$ cat src/rtl/carry_skip_adder.sv
// carry_skip_adder: registered WIDTH-bit carry-skip adder, latency 1 cycle
//   clk   : rising-edge clock
//   rst_n : synchronous active-low reset (sum/cout/ovf cleared)
//   in1   : operand A
//   in2   : operand B
//   sum   : registered (in1+in2) mod 2^WIDTH
//   cout  : registered unsigned carry out of the MSB
//   ovf   : registered signed overflow, present only with CSKA_OVERFLOW_FLAG_EN
module carry_skip_adder #(
   parameter int WIDTH = 32,
   parameter int BLOCK = 4
) (
   input  logic             clk,
   input  logic             rst_n,
   input  logic [WIDTH-1:0] in1,
   input  logic [WIDTH-1:0] in2,
   output logic [WIDTH-1:0] sum,
   output logic             cout
`ifdef CSKA_OVERFLOW_FLAG_EN
   ,
   output logic             ovf
`endif
);
   localparam int NB = WIDTH / BLOCK;
   logic [WIDTH-1:0] p;
   logic [WIDTH-1:0] sum_d, sum_q;
   logic [NB:0]      bc;
   logic             cout_d, cout_q;
   assign p     = in1 ^ in2;
   assign bc[0] = 1'b0;
   for (genvar b = 0; b < NB; b++) begin : g_blk
      logic [BLOCK:0] c;
      assign c[0] = bc[b];
      for (genvar i = 0; i < BLOCK; i++) begin : g_bit
         localparam int K = b * BLOCK + i;
         assign sum_d[K] = p[K] ^ c[i];
         assign c[i+1]   = (in1[K] & in2[K]) | (c[i] & p[K]);
      end
      // when every bit propagates, the block carry-in bypasses the ripple chain
      assign bc[b+1] = &p[b*BLOCK +: BLOCK] ? bc[b] : c[BLOCK];
   end
   assign cout_d = bc[NB];
`ifdef CSKA_OVERFLOW_FLAG_EN
   logic ovf_d, ovf_q;
   assign ovf_d = (in1[WIDTH-1] == in2[WIDTH-1]) && (sum_d[WIDTH-1] != in1[WIDTH-1]);
   always_ff @(posedge clk) ovf_q <= !rst_n ? 1'b0 : ovf_d;
   assign ovf = ovf_q;
`endif
   always_ff @(posedge clk) begin
      sum_q  <= !rst_n ? '0 : sum_d;
      cout_q <= !rst_n ? 1'b0 : cout_d;
   end
   assign sum  = sum_q;
   assign cout = cout_q;
endmodule

$ cat config.mk
export PLATFORM = sky130hd
export DESIGN_NAME = carry_skip_adder
export DESIGN_NICKNAME = d
export VERILOG_FILES = /design/src/rtl/carry_skip_adder.sv
export SDC_FILE = /design/constraint.sdc
export NUM_CORES = 1
export LEC_CHECK = 0
export ABC_AREA = 1
export BUFFER_PORTS_ARGS = -buffer_cell sky130_fd_sc_hd__buf_2
export CAP_MARGIN = 20
export CORE_MARGIN = 1
export CORE_UTILIZATION = 51
export CTS_BUF_LIST = sky130_fd_sc_hd__clkbuf_8 sky130_fd_sc_hd__clkbuf_16
export CTS_CLUSTER_SIZE = 16
export DETAILED_ROUTE_END_ITERATION = 7
export GPL_TIMING_DRIVEN = 0
export PLACE_DENSITY = 0.95
export SYNTH_ARGS = -nofsm -noshare
export SYNTH_HDL_FRONTEND = slang
export SYNTH_SLANG_ARGS = --single-unit
$ cat constraint.sdc
create_clock -name clk -period 37.2 [get_ports clk]
set_input_delay 3.72 -clock clk [delete_from_list [all_inputs] [get_ports clk]]
set_output_delay 3.72 -clock clk [all_outputs]
set_load 0.005 [all_outputs]
==> results.ini <==
[placement]
dp_slack_ns=18.89
globalplace.congestion=0.790
dp_hpwl_um=3800
port_buffers=98

[floorplan]
ios=99
die_h_um=67.6
dieArea_mm2=0.00457
design.core.area_mm2=0.00406
die_w_um=67.6
start_util=0.541
row_count=23

[sta]
period_share=0.486
finalSetupViolCount=0
rsz0062_at_grt=no
timing.slew.headroom=0.694
drv_slew=0
clock.fmax_mhz=55.4
period_needed_ns=18.07
setup_tns_ns=0
hold_violations=0
setup_ws_ns=19.13
worstMarginPinSlew_ns=0.459

[flow_run]
drv_cap=0

[global_route]
grt_pass1_vias=1719
grt_max_degree=12
grt_usage=0.216
antenna_found_initial=0
grt_remaining_overflow=0
grt_pass1_wl_um=7090

[clock_tree]
htree_levels=2
root_buffer=clkbuf_8
clk_pin_slew_ns=0.07
ctsResizeCount=0
cts-hold-fix-buffers=0
numCtsBuffers=5
clock_path_buffers=2
post_cts_buffers=0
cts_tree=done
clock-sinks=33

[detailed_routing]
drtIter0Drc=46
drc=0
vias=1652
drt_wl_total_um=4290
wl_per_cell_um=11.6
vias_per_cell=4.45
dr.pass1.iters=4
ant_nets=0

[final_layout]
layout_commonest_cell=buf_2
nets=449
drive_above_1_share=0.364
area_growth_pct=30.7
final_cell_mix=buf_2 (98), inv_1 (47), nand2_1 (45)
antennaDiodeCount=0

[worst_setup_path]
worstPathMaxFanout=2
path_class=primary input to flip-flop
crit_path_max_incr_delay_ns=0.42
endpoint_kind=flip-flop
cp_slowest_cell=fa_1
arrival_ns=18.28
crit_path_start_kind=primary input
crit_top_cell=fa_1
cp.required_ns=37.41

[synthesis]
synthesis.area_mm2=0.00220
avgSynthCellArea_um2=10.2
yosysWarnings=0
ys_types=18
synth_seq_cells=33
ys_seq_area_frac=0.301
syn-num-nets=344
synthCells=215

[power]
cellPowerDensity_mw_per_mm2=36.4
leakage_uw=0.00173
p_total_uw=104
ir_drop_uv=18.4

[hold_path]
min_to=sum[22]
whs_path_depth=3
min_from=rst_n
holdCritPathClass=primary input to flip-flop

[outcome]
status=finished clean

-- metrics by stage --
stage	util	hold WS, ns	cells	cell area [um^2]
after global placement	0.677	4.00	363	2750
after CTS	0.707	3.70	371	2870
after floorplan	-	3.83	215	2200
final	0.707	3.71	371	2870
after global routing	0.707	3.71	371	2870
after detailed placement	0.677	4.00	363	2750
-- registers in the layout, summed over array words and instances (netlist names) --
register / cells
cout: 1
sum: 32
-- cell families (layout without fill, tap and decap cells) --
kind of cell,count (synthesis),count (layout),share of synthesized area
AND/OR/NAND/NOR,65,65,0.138
AO/OA/AOI/OAI,3,3,0.00854
flip-flops,33,33,0.301
buffers and inverters,51,157,0.0872
adder cells (fa/ha/maj),63,63,0.465
-- power by group --
group	leakage (uW)	internal (uW)	switching, uW
Clock	0.0000574	21.8	12.6
Combinational	0.00140	13.6	15.2
Sequential	0.000275	40.2	0.953
-- synthesized netlist by cell type --
master    instances  area share
nand4_1           5       0.014
or2_2             2      0.0057
o21ai_1           1      0.0023
nand3_2           5       0.023
inv_2             1      0.0017
ha_1             32        0.18
o21ai_0           1      0.0023
nor2_1            4      0.0068
and2_1            1      0.0029
nand2_2           1      0.0029
fa_1             31        0.28
nand2_1          45       0.077
or2_4             1      0.0040
clkbuf_1          3      0.0051
dfxtp_1          33        0.30
nand3_1           1      0.0023
a21oi_2           1      0.0040
inv_1            47       0.080
-- layer usage --
layer  vias to the layer above  global-route usage  wire length, um
li1                        827                   -                -
met1                       760               0.210             1490
met2                        55               0.422             2510
met3                        10              0.0524              216
met4                         0              0.0878               85
met5                         -                   0                0
-- worst max-delay path by stage --
| stage | start | end | depth (start not counted) |
|---|---|---|---|
| after floorplan | in1[0] | sum[31] | 52 |
| after global placement | in1[0] | sum[31] | 53 |
| after detailed placement | in1[0] | sum[31] | 53 |
| after CTS | in1[0] | sum[31] | 53 |
| after global routing | in1[0] | sum[31] | 53 |
| final | in1[0] | sum[31] | 53 |
-- cell type report --
type                    count  area (um^2)
multi-input cells         131         1340
fillers                   297         1190
flip-flops and latches     33          661
repair buffers             98          490
inverters                  48          180
clock buffers               6         82.6
well taps                  50         62.6
clock inverters             2         37.5
plain buffers               3         11.3
-- critical path: cells and delay by family --
kind | cells | cell delay (ns)
and+or+nand+nor | 13 | 1.95
adders and majority gates | 32 | 12.05
AOI/OAI and AO/OA | 1 | 0.13
buffers and inverters | 7 | 0.49
(Power assumes the default switching activity.)
